File: config.mk
export PLATFORM = sky130hd
export DESIGN_NAME = mem_req_ctrl
export DESIGN_NICKNAME = d
export VERILOG_FILES = /design/src/rtl/mem_req_ctrl.sv
export SDC_FILE = /design/constraint.sdc
export NUM_CORES = 1
export LEC_CHECK = 0
export BUFFER_PORTS_ARGS = -buffer_cell sky130_fd_sc_hd__buf_4
export CAP_MARGIN = 10
export CORE_UTILIZATION = 50
export DETAILED_ROUTE_END_ITERATION = 8
export PLACE_DENSITY_LB_ADDON = 0.12
export SLEW_MARGIN = 5
export SYNTH_ARGS = -nofsm -noshare
export SYNTH_HDL_FRONTEND = slang
export SYNTH_SLANG_ARGS = --single-unit
export TNS_END_PERCENT = 30
File: constraint.sdc
create_clock -name clk -period 2.5 [get_ports clk]
set_input_delay 0.375 -clock clk [delete_from_list [all_inputs] [get_ports clk]]
set_output_delay 0.375 -clock clk [all_outputs]
set_load 0.02 [all_outputs]
File: src/rtl/mem_req_ctrl.sv
// Pipeline-side request controller for mem_system: latches one load/store, issues a
// one-cycle Rd/Wr, waits for Done (or timeout), then returns a response strobe.
module mem_req_ctrl #(
  parameter int unsigned TIMEOUT = 64
) (
  input  logic        clk,
  input  logic        rst,
  input  logic        req_valid,
  input  logic        req_rd,
  input  logic        req_wr,
  input  logic [15:0] req_addr,
  input  logic [15:0] req_wdata,
  output logic        stall_pipe,
  output logic        resp_valid,
  output logic [15:0] resp_rdata,
  output logic        resp_err,
  output logic [15:0] Addr,
  output logic [15:0] DataIn,
  output logic        Rd,
  output logic        Wr,
  input  logic [15:0] DataOut,
  input  logic        Done,
  input  logic        CacheHit,
  input  logic        err,
  output logic [15:0] hit_cnt,
  output logic [15:0] miss_cnt,
  output logic        err_sticky
);

  typedef enum logic [1:0] {StIdle, StIssue, StWait, StResp} state_e;

  // Wait counter is cleared in ISSUE, so the last WAIT cycle sees TIMEOUT-1.
  localparam logic [7:0] WaitLast = 8'(TIMEOUT - 1);

  state_e      state_q, state_d;
  logic [15:0] addr_q, addr_d;
  logic [15:0] wdata_q, wdata_d;
  logic [15:0] rdata_q, rdata_d;
  logic [15:0] hit_cnt_q, hit_cnt_d;
  logic [15:0] miss_cnt_q, miss_cnt_d;
  logic [7:0]  wait_cnt_q, wait_cnt_d;
  logic        is_rd_q, is_rd_d;
  logic        err_flag_q, err_flag_d;
  logic        err_sticky_q, err_sticky_d;

  always_ff @(posedge clk or negedge rst) begin
    if (!rst) begin
      state_q      <= StIdle;
      addr_q       <= '0;
      wdata_q      <= '0;
      rdata_q      <= '0;
      hit_cnt_q    <= '0;
      miss_cnt_q   <= '0;
      wait_cnt_q   <= '0;
      is_rd_q      <= 1'b0;
      err_flag_q   <= 1'b0;
      err_sticky_q <= 1'b0;
    end else begin
      state_q      <= state_d;
      addr_q       <= addr_d;
      wdata_q      <= wdata_d;
      rdata_q      <= rdata_d;
      hit_cnt_q    <= hit_cnt_d;
      miss_cnt_q   <= miss_cnt_d;
      wait_cnt_q   <= wait_cnt_d;
      is_rd_q      <= is_rd_d;
      err_flag_q   <= err_flag_d;
      err_sticky_q <= err_sticky_d;
    end
  end

  always_comb begin
    state_d      = state_q;
    addr_d       = addr_q;
    wdata_d      = wdata_q;
    rdata_d      = rdata_q;
    hit_cnt_d    = hit_cnt_q;
    miss_cnt_d   = miss_cnt_q;
    wait_cnt_d   = wait_cnt_q;
    is_rd_d      = is_rd_q;
    err_flag_d   = err_flag_q;
    err_sticky_d = err_sticky_q;
    stall_pipe   = 1'b0;
    resp_valid   = 1'b0;
    resp_err     = 1'b0;
    Rd           = 1'b0;
    Wr           = 1'b0;

    unique case (state_q)
      StIdle: begin
        stall_pipe = req_valid;
        if (req_valid) begin
          addr_d  = req_addr;
          wdata_d = req_wdata;
          is_rd_d = req_rd;
          // Malformed or misaligned requests never reach mem_system.
          if ((req_rd == req_wr) || req_addr[0]) begin
            err_flag_d = 1'b1;
            state_d    = StResp;
          end else begin
            state_d = StIssue;
          end
        end
      end
      StIssue: begin
        stall_pipe = 1'b1;
        Rd         = is_rd_q;
        Wr         = !is_rd_q;
        wait_cnt_d = '0;
        state_d    = StWait;
      end
      StWait: begin
        stall_pipe = 1'b1;
        wait_cnt_d = wait_cnt_q + 8'd1;
        if (Done) begin
          if (is_rd_q) rdata_d = DataOut;
          if (CacheHit) begin
            if (hit_cnt_q != 16'hFFFF) hit_cnt_d = hit_cnt_q + 16'd1;
          end else begin
            if (miss_cnt_q != 16'hFFFF) miss_cnt_d = miss_cnt_q + 16'd1;
          end
          err_flag_d = err_flag_q | err;
          state_d    = StResp;
        end else if (wait_cnt_q == WaitLast) begin
          err_flag_d = 1'b1;
          state_d    = StResp;
        end else begin
          // A memory error without Done is remembered while waiting continues.
          err_flag_d = err_flag_q | err;
        end
      end
      StResp: begin
        resp_valid = 1'b1;
        resp_err   = err_flag_q;
        if (err_flag_q) err_sticky_d = 1'b1;
        err_flag_d = 1'b0;
        state_d    = StIdle;
      end
      default: state_d = StIdle;
    endcase
  end

  assign Addr       = addr_q;
  assign DataIn     = wdata_q;
  assign resp_rdata = rdata_q;
  assign hit_cnt    = hit_cnt_q;
  assign miss_cnt   = miss_cnt_q;
  assign err_sticky = err_sticky_q;

endmodule

After elaboration in Yosys (flattened, before gate mapping)
Cells that the tools add are included.
{"block": "word_totals", "wordCells": 54, "out_inout_bits": 86, "regBits": 93}
{"block": "op_classes", "eq_ne": 10, "addsub": 3, "n_mux": 16, "n_bitwise": 2, "reduce_logical": 13}
{"operator": "$add 16x1->16 const B", "n": 2}
{"operator": "$ne 16x16->1 const B", "n": 2}
{"operator": "$pmux 8 s2", "n": 1}
{"operator": "$add 8x1->8 const B", "n": 1}
{"operator": "$eq 8x6->1 const B", "n": 1}
{"operator": "$mux 1", "n": 8}
{"operator": "$mux 2", "n": 4}
{"operator": "$pmux 2 s4", "n": 1}
{"operator": "$reduce_and 4->1", "n": 2}
{"operator": "$reduce_and 2->1", "n": 3}
{"operator": "$reduce_and 3->1", "n": 2}
{"operator": "$eq 2x2->1 const B", "n": 2}
{"operator": "$ne 2x2->1 const B", "n": 2}
{"operator": "$ne 3x3->1 const B", "n": 1}
{"operator": "$pmux 1 s3", "n": 1}
{"operator": "$reduce_bool 3->1", "n": 1}
{"operator": "$eq 2x1->1 const B", "n": 1}
{"operator": "$logic_not 2->1", "n": 1}
{"operator": "$pmux 1 s2", "n": 1}
{"operator": "$reduce_bool 2->1", "n": 1}
{"operator": "$reduce_or 2->1", "n": 1}
{"operator": "$eq 1x1->1", "n": 1}
{"operator": "$logic_not 1->1", "n": 1}
{"operator": "$logic_or 1x1->1", "n": 1}
{"operator": "other kinds (2)", "n": 2}

Depth between registers and ports, before layout
{"block": "depth", "ltp_word": 5, "ltp_mapped": 7, "mapped_depth_nobuf": 6}

Worst setup path after synthesis
Ideal clock, no wire load.
{"block": "synth_path", "path_type": "register to register", "from": "register hit_cnt_q[0], in the netlist hit_cnt[0]", "to": "register hit_cnt_q[1], in the netlist hit_cnt[1]", "synth_period_minus_slack_ns": 1.910, "slack_ns": 0.590, "arrival_time_ns": 1.785, "path_stages_with_launch": 7, "setup_time_ns": 0.125, "path_cell_list": "dfrtp_1 > ha_1 > nand2_1 > or3_1 > buf_6 > o21a_4 > mux2_4"}
{"block": "synth_via", "elab_chain_cells": 2, "word_cells_on_any_way": 3}
{"item": "start, declared", "line_no": "39", "rtl": "logic [15:0] hit_cnt_q, hit_cnt_d;"}
{"item": "start signal, assigned", "line_no": "63", "rtl": "hit_cnt_q <= hit_cnt_d;"}
{"item": "parallel branches: the longest is 2 deep, another holds $add 16x1->16"}
Parallel ways; which one is timed is not known.
A chain may end at the register's enable or synchronous reset.

Final worst setup path
{"block": "layout_path", "from": "register state_q[0]", "to": "output stall_pipe"}
{"block": "layout_via", "elab_chain_cells": 3, "word_cells_on_any_way": 5}
{"item": "start, declared", "line_no": "35", "rtl": "state_e state_q, state_d;"}
{"item": "start signal, assigned", "line_no": "48", "rtl": "state_q <= StIdle;"}
{"item": "start signal, assigned", "line_no": "59", "rtl": "state_q <= state_d;"}
{"item": "$eq 2x2->1 or $eq 2x1->1 (tied branches)", "line_no": "89", "rtl": "unique case (state_q)"}
{"item": "$reduce_or 2->1 (no source line)"}
{"item": "$pmux 1 s2 *", "line_no": "89"}
{"item": "end, declared", "line_no": "13", "rtl": "output logic stall_pipe,"}
Every way passes the cells marked *; elsewhere a longest branch is shown, timed or not.

==> results.env <==
SYNTH.NET_COUNT=405
TIMING.FINAL.HOLD_VIOLATIONS=0
SYN_TO_FINAL_GROWTH_PCT=32.8
YS_FF_LATCH=93
CTS_ROOT_BUFFER='clkbuf_8'
PWR_DENSITY_CELL_nW_PER_UM2=1080
GRT_MAX_DEGREE=48
POSTSYNTH.TOPFLOPCELL='dfrtp_1'
SYNTH_WARNINGS=0
STARTPOINT='state_q[0]'
SYNTH_TOP_CELL_AREA_SHARE_PCT=55.7
POWER.NET_SWITCHING_mW=2.28
MAX_SLEW_HEADROOM_AT_THE_WORST_PIN_PCT=59.0
ARRIVAL_NS=1.76
P_TOTAL_mW=6.01
WORST_PATH_CLK_SLEW_NS=0.09
POST_DRT_VIA_CELL_RATIO=5.31
POST_SYNTH_MAIN_AREA_CONTRIBUTORS='dfrtp_1, mux2_2, ha_1'
WORSTPATHMAXFANOUT=13
BOUNDARYPINS=142
AREA_LEADER_NETLIST='dfrtp_1'
P_CLK_SHARE_PCT=15.1
PLACE.GP.CONGESTION=0.832
HOLD_CRIT_CLASS='input pin to asynchronous set/reset pin'
FIN_CRIT_SH_PCT=85.4
PLACE.DETAILED.INSTANCES=578
CTSHTREEMAXLEVEL=3
FINISH.CELL_COUNT_WITHOUT_FILLERS=593
SYNTH.LIB_CELLS_USED.DISTINCT=45
FIN_SKEW_NS=0.0103
R2R-START='state_q[0]'
TOTAL_DIE_AREA_UM2=8730
P_SW_SHARE_PCT=38.0
ANTENNA_FOUND_INITIAL=0
STD_CELL_ROWS=32
SLEW_VIOLATIONS=0
SYN_AREA_PER_CELL_UM2=12.3
YOSYS-TOP-CELLS-COUNT='dfrtp_1, mux2_2, nand2_1'
NETS=553
GLOBAL_ROUTE.USAGE.TOTAL_PCT=22.0
GRT_SETUP_UNREPAIRED='no'
DRCVIOLATIONCOUNT=0
INTERNAL_mW=3.73
N_ANTENNA_CELL=0
POSTROUTEWIRELENGTH_UM=9220
CRITPATHKIND='flip-flop to output port'
GLOBAL_ROUTE_WIRE_LENGTH_BEFORE_REPAIR_UM=14900
INITIAL_UTILIZATION_PCT=53.0
GRT_PASS1_VIAS=3087
WORST_EP_REQUIRED_TIME_NS=2.12
RESULT_OF_THE_RUN='finished, final reports clean'
SYNTH_AREA_UM2=4180
POST_CTS_HOLD_BUFFER_COUNT=0
FIRST_DRT_ITERATION_DRCS=100
LAYOUT_FILLER_CELL_COUNT=620
FINAL_LAYOUT_SIZE_SUFFIX_GT1_SHARE_PCT=45.4
ENDPOINT_CLASS_OF_THE_CRITICAL_PATH='output port'
COUNT_LEADER_SYNTH='dfrtp_1'
DIE_H_UM=93.4
TIMING.FINAL.CRIT_PERIOD_NS=2.13
POWER.SHARE.COMBINATIONAL_PCT=45.9
REPORT.FINAL.SETUP_VIOL=0
CTS_TREE='yes'
CLOCK.FMAX_MHz=468
SETUP.WORST_PATH.START_CLASS='flip-flop'
VDD.IR_DROP.WORST_mV=0.747
DIE_W_UM=93.4
SYNTHESIS.INSTANCES=339
CLOCK_LATENCY_NS=0.35
CAP_VIOL_MAX_COUNT=0
MAX_CLOCK_BUF_DEPTH=2
TIGHTESTPINTRANSITION_NS=0.616
DETAILEDROUTE.FIRSTPASSITERATIONCOUNT=5
SYNTH-EDFF-COUNT=0
SYNTH_SEQ_AREA_SHARE_PCT=55.7
CLOCK-SINKS=93
GRT_OVERFLOW_TOTAL=0
PLACEABLECOREAREA_UM2=7890
FINAL_HPWL_FROM_DETAILED_PLACEMENT_UM=6950
PORTBUFFERS=141
VIAS=3151
TRITONCTS.NUM_BUFFERS=9
DRT.ANTENNA.VIOLATING_NETS=0
POWER.SHARE.SEQUENTIAL_PCT=39.1
TNS_NS=0
ASYNC_FLOP_SHARE_PCT=100
CTS_SETUP_BUFFERS=0
CTS.REPAIR.RESIZED=0
DRT-WIRELENGTH-PER-CELL_UM=15.5
TOTAL_LEAKAGE_POWER_nW=2.67
power by group through the flow:
stage	clock network [mW]	logic [mW]	registers, mW
after floorplan	0	1.05	2.90
after global placement	0	2.73	2.34
after detailed placement	0	2.78	2.38
after CTS	0.933	2.79	2.35
after global routing	0.983	2.93	2.42
final	0.906	2.76	2.35
cell type report:
cell class	count	area (um^2)	share of cell area, %
Timing Repair Buffer	147	1120	20.1
Clock inverter	5	36.3	0.654
Clock buffer	10	138	2.48
Multi-Input combinational cell	229	1780	32.1
Inverter	7	26.3	0.473
Tap cell	102	128	2.30
Sequential cell	93	2330	41.9
state kept, by name, summed over array words and instances, names as in the netlist:
register / flops
Addr: 16
DataIn: 16
err_flag_q: 1
err_sticky: 1
hit_cnt: 16
is_rd_q: 1
miss_cnt: 16
resp_rdata: 16
state_q: 2
wait_cnt_q: 8
final timing paths:
check                          endpoint  slack [ns]  depth (start not counted)
setup / recovery             stall_pipe        0.37                          5
hold / removal             miss_cnt[10]        0.03                          1
setup reg to reg           miss_cnt[14]        0.58                          6
hold reg to reg              err_sticky        0.48                          1
max in group asynchronous     DataIn[5]        1.78                          2
min in group clk             DataIn[13]        0.25                          2
per-stage QoR:
stage	area, um^2	util, %	hold WS (ns)	setup slack (ns)
global placement	5380	68.2	0.425	0.663
detailed placement	5380	68.2	0.431	0.587
CTS	5550	70.4	0.0442	0.352
floorplan	4180	-	0.0794	0.590
finish	5550	70.4	0.0256	0.365
global route	5550	70.4	0.0783	0.205
layer usage:
layer  wire length (um)  vias to the layer above  global-route usage (%)  share of wire [%]
met4                100                        0                    7.18                1.1
met3                386                       10                    3.90                4.2
met1               3850                     1555                    27.8                 42
met5                  0                        -                       0                  0
li1                   -                     1502                       -                  -
met2               4880                       84                    38.2                 53
layout by cell type, fill, tap and decap left out, types with 4 or more instances in the layout:
cell	instances
dfrtp_1	93
a211oi_1	5
ha_1	10
clkbuf_8	10
buf_4	146
nor2_1	12
mux2_2	53
a21oi_1	5
nand2_1	23
xor2_1	14
nand3_1	18
inv_1	7
o21ai_0	12
nor2b_1	4
xnor2_1	14
nor4_1	8
nor3_1	7
cell families after synthesis:
| kind of cell | count (synthesis) | synth area share (%) |
|---|---|---|
| simple gates | 94 | 11.7 |
| fa+ha+maj | 10 | 2.99 |
| xor+xnor | 28 | 5.87 |
| compound gates | 42 | 7.16 |
| buf+inv | 17 | 1.71 |
| flops | 93 | 55.7 |
| mux | 55 | 14.9 |
worst max-delay path, cell delays in order (launching register included):
cell	delay [ns]
dfrtp_1	0.45
inv_1	0.12
ha_1	0.46
a21oi_1	0.17
nor2_1	0.05
buf_4	0.15
Power figures use the tool's default switching activity.
